===== src/rtl/bs_gnrtr_n_rbtr.sv =====
// Shared packet bus emulator: per-bus round-robin arbiter that pops one packet
// from a device TX FIFO and pushes it to the addressed RX FIFO(s). Optional BS_BROADCAST_EN.
module bs_gnrtr_n_rbtr #(
    parameter int unsigned bits      = 1,
    parameter int unsigned drvrs     = 4,
    parameter int unsigned pckg_sz   = 16,
    parameter logic [7:0]  broadcast = 8'hFF
) (
    input  logic                                      clk,
    input  logic                                      reset,
    input  logic [bits-1:0][drvrs-1:0]                pndng,
    input  logic [bits-1:0][drvrs-1:0][pckg_sz-1:0]   D_pop,
    output logic [bits-1:0][drvrs-1:0]                pop,
    output logic [bits-1:0][drvrs-1:0]                push,
    output logic [bits-1:0][drvrs-1:0][pckg_sz-1:0]   D_push
);

    localparam int unsigned DW = drvrs;
    localparam int unsigned IW = (drvrs > 1) ? $clog2(drvrs) : 1;

    typedef enum logic [1:0] {
        IDLE    = 2'd0,
        DELIVER = 2'd1,
        DONE    = 2'd2
    } state_t;

    // Release of reset is delayed one edge so arbitration starts on the second edge.
    logic rst_q;
    always_ff @(posedge clk or posedge reset) begin
        if (reset) rst_q <= 1'b1;
        else       rst_q <= 1'b0;
    end

    for (genvar b = 0; b < bits; b++) begin : g_bus
        state_t              state;
        logic [IW-1:0]       last;
        logic [IW-1:0]       src;
        logic [pckg_sz-1:0]  pkt;
        logic [DW-1:0]       pop_q;
        logic [DW-1:0]       push_q;
        logic [pckg_sz-1:0]  dpush_q;
        logic                gnt_vld;
        logic [IW-1:0]       gnt_idx;
        logic [IW-1:0]       sel;
        logic [7:0]          id;
        logic [DW-1:0]       mask;

        // Round-robin scan from last+1; scanning backwards lets the nearest requester win.
        always_comb begin
            gnt_vld = 1'b0;
            gnt_idx = '0;
            sel     = '0;
            for (int i = DW; i >= 1; i--) begin
                sel = IW'((32'(last) + 32'(i)) % DW);
                if (pndng[b][sel]) begin
                    gnt_vld = 1'b1;
                    gnt_idx = sel;
                end
            end
        end

        assign id = pkt[pckg_sz-1 -: 8];

        // Destination decode; out-of-range IDs produce an empty mask and the packet is dropped.
        always_comb begin
            mask = '0;
            if (32'(id) < DW) begin
                mask = DW'(1) << id;
            end
`ifdef BS_BROADCAST_EN
            else if (id == broadcast) begin
                mask = ~(DW'(1) << src);
            end
`endif
        end

        always_ff @(posedge clk or posedge reset) begin
            if (reset) begin
                state   <= IDLE;
                last    <= IW'(drvrs - 1);
                src     <= '0;
                pkt     <= '0;
                pop_q   <= '0;
                push_q  <= '0;
                dpush_q <= '0;
            end else begin
                pop_q  <= '0;
                push_q <= '0;
                case (state)
                    IDLE: begin
                        if (!rst_q && gnt_vld) begin
                            src   <= gnt_idx;
                            pkt   <= D_pop[b][gnt_idx];
                            pop_q <= DW'(1) << gnt_idx;
                            state <= DELIVER;
                        end
                    end
                    DELIVER: begin
                        dpush_q <= pkt;
                        push_q  <= mask;
                        last    <= src;
                        state   <= DONE;
                    end
                    DONE:    state <= IDLE;
                    default: state <= IDLE;
                endcase
            end
        end

        assign pop[b]    = pop_q;
        assign push[b]   = push_q;
        assign D_push[b] = {DW{dpush_q}};
    end

endmodule


===== config.mk =====
export PLATFORM = sky130hd
export DESIGN_NAME = bs_gnrtr_n_rbtr
export DESIGN_NICKNAME = d
export VERILOG_FILES = /design/src/rtl/bs_gnrtr_n_rbtr.sv
export SDC_FILE = /design/constraint.sdc
export NUM_CORES = 1
export LEC_CHECK = 0
export ABC_CLOCK_PERIOD_IN_PS = 5700
export BUFFER_PORTS_ARGS = -buffer_cell sky130_fd_sc_hd__buf_2
export CAP_MARGIN = 30
export CORE_MARGIN = 5
export CORE_UTILIZATION = 45
export DETAILED_ROUTE_END_ITERATION = 8
export PLACE_DENSITY = 0.86
export SETUP_SLACK_MARGIN = 0.1
export SYNTH_ARGS = -nofsm -noshare
export SYNTH_HDL_FRONTEND = slang
export SYNTH_SLANG_ARGS = --single-unit

===== constraint.sdc =====
create_clock -name clk -period 5.7 [get_ports clk]
set_clock_uncertainty 0.2 [all_clocks]
set_input_delay 0.285 -clock clk [delete_from_list [all_inputs] [get_ports clk]]
set_output_delay 0.285 -clock clk [all_outputs]
set_load 0.01 [all_outputs]

[Word-level counts from Yosys, hierarchy flattened]
Cells that the tools add are included.
Operators by class
  add/subtract/negate cells: 4
  equality and inequality tests: 2
  shift-type cells: 2
  multiplexer cells: 24
  order comparisons: 6
  reduce and logical (&&, ||, !) cells: 4
Operators by type and width (number)
  $bmux 16 s2: 1
  $mux 16: 1
  $mux 4: 4
  $lt 2x3->1 const B: 5
  $mux 2: 5
  $bmux 1 s2: 4
  $lt 8x3->1 const B: 1
  $mux 1: 8
  $shl 1x8->4 const A: 1
  $add 2x1->2 const B: 2
  $add 2x2->2 const B: 2
  $pmux 2 s2: 1
  $shl 1x2->4 const A: 1
  $eq 2x1->1 const B: 1
  $logic_not 2->1: 1
  $ne 2x2->1 const B: 1
  $reduce_and 2->1: 1
  $logic_and 1x1->1: 1
  $logic_not 1->1: 1
Storage, ports and cells
  register bits after elaboration: 47
  bits of input ports: 70
  output and inout bits: 72

[Longest topological paths before layout]
Gate-level depths: netlist of the first run.
  depth in word-level cells: 10
  gate-level depth with buffers: 7
  mapped depth without buffers: 5

[Least setup slack after synthesis of the first run]
OpenSTA, ideal clock, no wires.
  path kind: reg-to-reg
  from: register g_bus[0].last[1]
  to: register g_bus[0].pkt[0]
  path slack: 3831 ps
  cell stages (with the launch flop): 8
  data arrival time: 1536 ps
  required time: 5367 ps
  cell sequence: dfstp_2 nand2_1 a22o_1 a21oi_2 buf_6 buf_12 mux2i_1 a221oi_2
On the way
  cells in the longest elaborated chain, start to end: 9
  elaborated cells between the ends (all ways): 24
Ends and longest elaborated chain
  start: declaration: RTL line 36  | logic [IW-1:0] last;
  start signal: assignment: RTL line 80  | last <= IW'(drvrs - 1);
  start signal: assignment: RTL line 101  | last <= src;
  $add 2x1->2: RTL line 54  | sel = IW'((32'(last) + 32'(i)) % DW);
  $bmux 1 s2: RTL line 55  | if (pndng[b][sel]) begin
  $mux 1 (not written as such): RTL line 55
  $mux 2 or $mux 1 (tied branches) (4 in a row): RTL line 55
  $bmux 16 s2 or $logic_and 1x1->1 (tied branches): RTL line 93, 91
  $mux 16 (not written as such) or $reduce_and 2->1 (tied branches)
  end signal: assignment: RTL line 93  | pkt <= D_pop[b][gnt_idx];
  end: declaration: RTL line 38  | logic [pckg_sz-1:0] pkt;
Parallel ways exist; a longest one is shown, timed or not. The select of a mux whose other input is x is not followed.
A chain may end at the register's enable or synchronous reset.

[Worst setup path after layout of the first run]
  from: register g_bus[0].last[1]
  to: register g_bus[0].pkt[7]
Same word-level chain as after synthesis.

==> results of run 1 <==
-- cells in the mapped netlist, types with 2 or more instances --
cell	number	area [sq um]
mux2i_1	33	330
dfrtp_1	44	1100
buf_1	2	7.51
a21oi_1	2	10.0
and2_1	2	12.5
a221oi_2	16	240
clkbuf_1	2	7.51
buf_6	3	33.8
nor2b_1	4	25.0
dfstp_2	3	78.8
nand2_1	2	7.51
o21ai_1	3	15.0
nor2_1	20	75.1
inv_1	4	15.0
mux2_2	19	214
and3_1	2	12.5
buf_4	50	375
-- power groups by stage --
stage	logic, uW	registers [uW]	clock network (uW)
floorplan	687	600	0
global placement	747	586	0
detailed placement	764	590	0
CTS	765	586	255
global route	838	611	271
finish	773	586	248
-- metrics by stage --
| stage | total power, uW | cells | util | setup slack (ns) | hold WS, ns |
|---|---|---|---|---|---|
| finish | 1610 | 397 | 0.557 | 3.31 | 0.138 |
| global route | 1720 | 397 | 0.557 | 3.12 | 0.147 |
| CTS | 1610 | 392 | 0.542 | 3.00 | 0.0358 |
| detailed placement | 1350 | 384 | 0.522 | 3.02 | 0.292 |
| global placement | 1330 | 383 | 0.520 | 2.85 | 0.292 |
| floorplan | 1290 | 226 | - | 3.83 | 0.264 |
-- worst min-delay path: stages --
cell      delay, ns
buf_2          0.09
mux2i_1        0.14
a221oi_2       0.07
-- logic make-up (layout without fill, tap and decap cells) --
logic type | after synthesis | after routing | share of synthesized area
buffers and inverters | 64 | 160 | 0.177
flip-flops | 47 | 47 | 0.436
multiplexers | 52 | 52 | 0.201
AO/OA/AOI/OAI | 24 | 24 | 0.109
AND/OR/NAND/NOR | 38 | 38 | 0.0754
other | 1 | 1 | 0.00139
-- flip-flops by register name (all words and copies together), names as in the netlist --
| signal | count |
|---|---|
| g_bus.dpush_q | 16 |
| g_bus.pkt | 16 |
| pop | 4 |
| push | 4 |
| g_bus.last | 2 |
| g_bus.src | 2 |
| g_bus.state | 2 |
| rst_q | 1 |
-- path summary, 6_finish.rpt --
path	start	to	slack, ns	depth (start not counted)
max	g_bus[0].last[1]	g_bus[0].pkt[7]	3.31	6
min	D_pop[50]	g_bus[0].pkt[2]	0.14	3
max reg2reg	g_bus[0].last[1]	g_bus[0].pkt[7]	3.31	6
min in group asynchronous	reset	g_bus[0].dpush_q[1]	0.17	3
min reg2reg	g_bus[0].pkt[3]	g_bus[0].dpush_q[3]	0.31	1
max in group asynchronous	reset	g_bus[0].last[0]	4.66	4
-- per-layer routing --
metal  routed length, um  part of all wire  up-vias  track usage
met4                 146             0.024        0       0.0600
li1                    -                 -      934            -
met2                3230              0.52       71        0.271
met3                 396             0.064       10       0.0282
met5                   0                 0        -            0
met1                2390              0.39      934        0.197
-- layout make-up --
cell class,instances,area (sq um),share of cell area
Sequential cell,47,1180,0.360
Multi-Input combinational cell,115,1060,0.323
Timing Repair Buffer,148,812,0.248
Tap cell,75,93.8,0.0286
Clock buffer,5,68.8,0.0210
Clock inverter,3,47.5,0.0145
Inverter,4,15.0,0.00458
==> impl_metrics.py, run 1 <==
metrics = {
    "synth": {
        "syn_inst": 226,
        "synth_edf_count": 0,
        "synth_seq_cells": 47,
        "yosysSeqAreaShare": 0.436,
        "syn-cell-area_sq_um": 2710,
        "ys.flop_type": "dfrtp_1",
        "synthArstFlopShare": 1.00,
        "syn-mean-instance-area_sq_um": 12.0,
        "yosysUniqueCellTypes": 32,
        "ys_warn_count": 0,
        "syn_nets": 296,
    },
    "global_route": {
        "grt_pass1_vias": 1980,
        "grt_pass1_wl_mm": 9.48,
        "grt_max_degree": 48,
        "grt-ovfl-total": 0,
        "grt_usage": 0.158,
        "antenna_found_initial": 0,
    },
    "timing": {
        "tightestPinTransition_ns": 0.643,
        "setup_violations": 0,
        "rsz0062_at_grt": "no",
        "min_period_ns": 2.39,
        "hold_viol": 0,
        "timing.slew.headroom": 0.568,
        "tns_ns": 0,
        "slew_viol_final": 0,
        "fmax_mhz": 419,
        "finalCritPeriodShare": 0.418,
    },
    "finish": {
        "final_common_cell": "buf_2",
        "design_area_sq_um": 3280,
        "layout_common_cells": "buf_2, dfrtp_1, mux2i_1",
        "nets": 391,
        "drive_gt1_frac": 0.621,
        "antenna_cells": 0,
        "fillCellCount": 500,
        "area_growth_pct": 21.1,
    },
    "pwr": {
        "swShare": 0.393,
        "p_int_uw": 975,
        "pwr-share-seq": 0.365,
        "powerDensity_nw_per_um2": 490,
        "leakage_uw": 0.00164,
        "p_comb_frac": 0.481,
        "switchingPower_uw": 632,
        "peakVddDrop_mv": 0.302,
        "pwr-share-clk": 0.154,
    },
    "die": {
        "core-area_sq_um": 5890,
        "die_x_um": 87.6,
        "dieArea_sq_um": 7670,
        "rows": 28,
        "num_io_pins": 142,
        "start_util": 0.460,
        "die_h_um": 87.6,
    },
    "place": {
        "io_buffers": 141,
        "gp_congestion": 0.726,
        "place_area_sq_um": 3070,
        "hpwl_mm": 4.64,
    },
    "drt": {
        "ant_nets": 0,
        "via_count": 1949,
        "vias_per_cell": 4.91,
        "finalWirelength_mm": 6.16,
        "dr.first_iter.drc_count": 65,
        "drc_errors": 0,
        "drt-pass1-iter-count": 6,
        "wl_per_cell_um": 15.5,
    },
    "run_status": {
        "status": "completed",
    },
    "clock_tree": {
        "cts_setup_buffers": 0,
        "cts_buffer_depth": 2,
        "clk_latency_ns": 0.29,
        "cts_tree": "done",
        "clk_pin_slew_ns": 0.09,
        "cts-root-buf": "clkbuf_8",
        "h-tree-depth": 2,
        "cts_made_buffers": 5,
        "postCtsHoldBufs": 0,
        "numClockSinks": 47,
        "ctsResizeCount": 0,
    },
    "flow_run": {
        "cap_violations": 0,
    },
    "critical_path": {
        "critPathMaxStageDelay_ns": 0.60,
        "critPathMaxFanout": 35,
        "cp_data_required_time_ns": 5.70,
        "cp_cell_sequence": "mux2i_1 > o21ai_1 > a21oi_4 > buf_4 > mux2i_1 > a221oi_2",
        "critPathLaunchType": "flip-flop",
        "crit_top_cell": "mux2i_1",
        "endpoint_kind": "flip-flop",
        "crit_family": "flip-flops",
        "critPathBufInv": 1,
        "crit_arrival_ns": 2.39,
        "cp_slowest_cell": "dfstp_2",
        "path_class": "flip-flop to flip-flop",
    },
    "worst_hold_path": {
        "worst_hold_path_type": "input pin to flip-flop",
    },
}
Power figures use the tool's default switching activity.
==> run 2: changes to the inputs <==
- ABC_CLOCK_PERIOD_IN_PS: 5700 -> 2300
- clock period: 5.7 -> 2.3 ns (I/O delays scaled with it)
==> impl_metrics.py, run 2 (same netlist as run 1, synthesis figures left out) <==
metrics = {
    "finish": {
        "layout_common_cells": "buf_2, dfrtp_1, mux2i_1",
        "antenna_cells": 0,
        "nets": 424,
        "drive_gt1_frac": 0.572,
        "reg_top3": "g_bus.dpush_q (16), g_bus.pkt (16)",
        "area_growth_pct": 31.9,
        "stdcell_count": 430,
        "fillCellCount": 466,
        "final_util": 0.606,
        "final_common_cell": "buf_2",
    },
    "pwr": {
        "p_comb_frac": 0.492,
        "swShare": 0.393,
        "powerDensity_nw_per_um2": 1130,
        "pwr-share-seq": 0.359,
        "p_int_uw": 2460,
        "peakVddDrop_mv": 0.597,
        "switchingPower_uw": 1590,
        "pwr-share-clk": 0.148,
        "leakage_uw": 0.00178,
    },
    "timing": {
        "hold_viol": 0,
        "slew_viol_final": 0,
        "fmax_mhz": 496,
        "tightestPinTransition_ns": 0.590,
        "fin_ws_ns": 0.283,
        "timing.slew.headroom": 0.607,
        "setup_violations": 0,
        "rsz0062_at_grt": "no",
        "min_period_ns": 2.02,
        "finalCritPeriodShare": 0.877,
        "hold_ws_ns": 0.00113,
        "tns_ns": 0,
    },
    "global_route": {
        "antenna_found_initial": 0,
        "grt-ovfl-total": 0,
        "grt_pass1_vias": 2124,
        "grt_pass1_wl_mm": 10.4,
        "grt_usage": 0.177,
        "grt_max_degree": 48,
    },
    "drt": {
        "drc_errors": 0,
        "vias_per_cell": 4.90,
        "dr.first_iter.drc_count": 86,
        "via_count": 2109,
        "finalWirelength_mm": 6.87,
        "ant_nets": 0,
        "drt-pass1-iter-count": 4,
        "wl_per_cell_um": 16.0,
    },
    "die": {
        "core-area_sq_um": 5890,
        "dieArea_sq_um": 7670,
        "die_h_um": 87.6,
        "rows": 28,
        "start_util": 0.460,
        "die_x_um": 87.6,
        "num_io_pins": 142,
    },
    "clock_tree": {
        "numClockSinks": 47,
        "cts-root-buf": "clkbuf_8",
        "cts_buffer_depth": 2,
        "cts_made_buffers": 5,
        "h-tree-depth": 2,
        "clk_pin_slew_ns": 0.09,
        "cts_tree": "done",
        "clk_latency_ns": 0.29,
    },
    "place": {
        "place_ws_ns": 0.220,
        "gp_congestion": 0.698,
        "hpwl_mm": 4.55,
        "dp.cells": 391,
        "io_buffers": 141,
    },
    "critical_path": {
        "cp_data_required_time_ns": 2.30,
        "crit_arrival_ns": 2.02,
        "critPathMaxFanout": 18,
        "endpoint_kind": "flip-flop",
        "path_class": "flip-flop to flip-flop",
        "critPathLaunchType": "flip-flop",
    },
    "worst_hold_path": {
        "worst_hold_path_type": "input pin to flip-flop",
    },
    "run_status": {
        "status": "completed",
    },
    "flow_run": {
        "cap_violations": 0,
    },
}
## run 2: cell count changes in the layout (fill, tap and decap cells not counted)
cell and delta:
dlygate4sd3_1 +30, buf_4 +5, buf_16 -1, buf_8 -1, clkinv_2 +1, inv_6 -1
## run 2: worst max-delay path, cell delays in order, from the launching register on
cell	delay, ns
dfstp_2	0.60
nand2_1	0.07
a22o_1	0.21
a21oi_4	0.19
buf_6	0.24
mux2i_1	0.12
a221oi_2	0.30
## run 2: power by group through the flow
stage	Combinational, uW	Sequential [uW]	Clock (uW)
after floorplan	1700	1490	0
final	1990	1450	601
after detailed placement	1950	1460	0
after global routing	2140	1510	654
after global placement	1900	1450	0
after CTS	1990	1450	617
## run 2: final cells by class
cell class,count,area (sq um),share of cell area
Clock buffer,5,68.8,0.0193
Clock inverter,3,43.8,0.0123
Inverter,4,15.0,0.00421
Multi-Input combinational cell,115,1060,0.297
Sequential cell,47,1180,0.331
Tap cell,75,93.8,0.0263
Timing Repair Buffer,181,1110,0.310
## run 2: path summary, 6_finish.rpt
| check | start | to | cells past startpoint | slack [ns] |
|---|---|---|---|---|
| worst max-delay path | g_bus[0].last[1] | g_bus[0].pkt[2] | 6 | 0.28 |
| max in group asynchronous | reset | g_bus[0].pkt[14] | 4 | 1.19 |
| worst min register to register | g_bus[0].pkt[9] | push[1] | 1 | 0.31 |
| min in group asynchronous | reset | g_bus[0].dpush_q[2] | 4 | 0.30 |
| worst max register to register | g_bus[0].last[1] | g_bus[0].pkt[2] | 6 | 0.28 |
| worst min-delay path | D_pop[27] | g_bus[0].pkt[11] | 3 | 0.001 |
## run 2: through the flow
stage | total power (uW) | instance area [sq um]
2_1_floorplan | 3190 | 2710
3_3_place_gp | 3350 | 3130
3_5_place_dp | 3410 | 3140
4_1_cts | 4060 | 3560
5_1_grt | 4300 | 3570
6_report | 4050 | 3570
## run 2: per-layer routing
| metal | share of wire | wire length, um | track usage | up-vias |
|---|---|---|---|---|
| met5 | 0 | 0 | 0 | - |
| met4 | 0.035 | 239 | 0.0823 | 0 |
| met3 | 0.059 | 404 | 0.0320 | 20 |
| met2 | 0.53 | 3650 | 0.306 | 86 |
| met1 | 0.38 | 2580 | 0.214 | 1000 |
| li1 | - | - | - | 1003 |
## run 2: timing repair
item | in CTS | in global routing
gates resized for setup | 0 | 1
endpoints found under the setup margin | 0 | 5
endpoints found under the hold margin | 56 | 0
hold buffers | 31 | 0
setup buffers | 0 | 0
==> run 3: changes to the inputs <==
- CORE_ASPECT_RATIO: unset -> 1.2
- SKIP_LAST_GASP: unset -> 1
==> impl_metrics.py, run 3 (same netlist as run 1, synthesis figures left out) <==
metrics = {
    "die": {
        "start_util": 0.456,
        "die_h_um": 95.0,
        "rows": 31,
        "die_x_um": 80.8,
        "core-area_sq_um": 5930,
        "num_io_pins": 142,
        "dieArea_sq_um": 7670,
    },
    "pwr": {
        "leakage_uw": 0.00173,
        "peakVddDrop_mv": 0.636,
        "powerDensity_nw_per_um2": 1150,
    },
    "worst_hold_path": {
        "worst_hold_path_type": "input pin to flip-flop",
    },
    "global_route": {
        "grt_max_degree": 41,
        "grt-ovfl-total": 0,
        "grt_pass1_vias": 2218,
        "antenna_found_initial": 0,
        "grt_pass1_wl_mm": 10.7,
        "grt_usage": 0.181,
    },
    "critical_path": {
        "cp_cell_sequence": "mux2i_1 > o21ai_1 > a21oi_4 > buf_12 > mux2i_1 > a221oi_2",
        "critPathMaxFanout": 37,
        "crit_arrival_ns": 2.10,
        "critPathLaunchType": "flip-flop",
        "crit_family": "flip-flops",
        "cp_slowest_cell": "dfstp_2",
        "critPathBufInv": 1,
        "path_class": "flip-flop to flip-flop",
        "crit_top_cell": "mux2i_1",
        "critPathMaxStageDelay_ns": 0.60,
        "endpoint_kind": "flip-flop",
        "cp_data_required_time_ns": 2.28,
    },
    "clock_tree": {
        "cts_made_buffers": 5,
        "h-tree-depth": 2,
        "cts_tree": "done",
        "cts-root-buf": "clkbuf_8",
        "clk_latency_ns": 0.30,
        "cts_buffer_depth": 2,
        "numClockSinks": 47,
        "clk_pin_slew_ns": 0.09,
    },
    "place": {
        "hpwl_mm": 4.71,
        "io_buffers": 141,
        "gp_congestion": 0.736,
        "dp.cells": 397,
    },
    "finish": {
        "antenna_cells": 0,
        "layout_common_cells": "buf_2, dfrtp_1, mux2i_1",
        "fillCellCount": 462,
        "regArea_sq_um": 1180,
        "multi_input_area_sq_um": 1070,
        "area_growth_pct": 29.8,
        "nets": 415,
        "stdcell_count": 428,
        "reg_top3": "g_bus.dpush_q (16), g_bus.pkt (16)",
        "drive_gt1_frac": 0.592,
        "final_common_cell": "buf_2",
    },
    "flow_run": {
        "cap_violations": 0,
    },
    "timing": {
        "rsz0062_at_grt": "no",
        "min_period_ns": 2.13,
        "tightestPinTransition_ns": 0.819,
        "tns_ns": 0,
        "hold_ws_ns": 0.000635,
        "fmax_mhz": 470,
        "setup_violations": 0,
        "finalCritPeriodShare": 0.925,
        "timing.slew.headroom": 0.453,
        "slew_viol_final": 0,
        "hold_viol": 0,
    },
    "drt": {
        "finalWirelength_mm": 7.00,
        "via_count": 2085,
        "drc_errors": 0,
        "wl_per_cell_um": 16.3,
        "vias_per_cell": 4.87,
        "ant_nets": 0,
        "drt-pass1-iter-count": 4,
        "dr.first_iter.drc_count": 69,
    },
    "run_status": {
        "status": "completed",
    },
}
-- run 3: cell count changes in the layout (fill, tap and decap cells not counted), sizes merged --
cell	before	now
dlygate4sd3	31	23
clkinv	2	0
clkinvlp	0	1
inv	4	5
buf	150	149
-- run 3: report_power, final --
part           switching (uW)  total, uW  internal, uW
Combinational            1010       1980           966
Sequential                299       1460          1160
Clock                     281        609           327
-- run 3: per-stage QoR --
step                      setup slack, ns  area, sq um  utilization  power [uW]
after detailed placement            0.183         3160        0.532        3420
after global routing                0.111         3510        0.592        4310
after floorplan                     0.431         2710            -        3190
after CTS                           0.151         3500        0.590        4070
after global placement              0.125         3140        0.529        3340
final                               0.173         3510        0.592        4050
-- run 3: tightest hold or removal path: stages --
cell and delay [ns]:
buf_2 0.10, mux2i_1 0.16, a221oi_2 0.07
-- run 3: repair_timing --
action | CTS | global route
setup buffers | 0 | 0
endpoints found under the setup margin | 0 | 2
hold buffers | 23 | 0
hold endpoints to repair | 45 | 0
resized for setup | 0 | 3
-- run 3: layout make-up --
class	instances	area share
clock buffers	5	0.0196
clock inverters	3	0.0132
inverters	4	0.00428
multi-input cells	115	0.305
flip-flops and latches	47	0.336
well taps	82	0.0292
repair buffers	172	0.293
-- run 3: final timing paths --
kind                                  start  slack (ns)  cells after the start          endpoint
max reg2reg                g_bus[0].last[1]        0.17                      6  g_bus[0].pkt[15]
min                               D_pop[52]      0.0006                      3   g_bus[0].pkt[4]
min reg2reg                 g_bus[0].pkt[9]        0.31                      1           push[1]
min in group asynchronous             reset        0.33                      3            pop[3]
max in group asynchronous             reset        0.95                      4  g_bus[0].pkt[14]
max                        g_bus[0].last[1]        0.17                      6  g_bus[0].pkt[15]
-- run 3: per-layer routing --
metal,up-vias,share of wire,wire length (um),track usage
li1,983,-,-,-
met1,1012,0.37,2560,0.206
met2,76,0.56,3930,0.329
met3,14,0.046,321,0.0258
met4,0,0.027,188,0.0887
met5,-,0,0,0
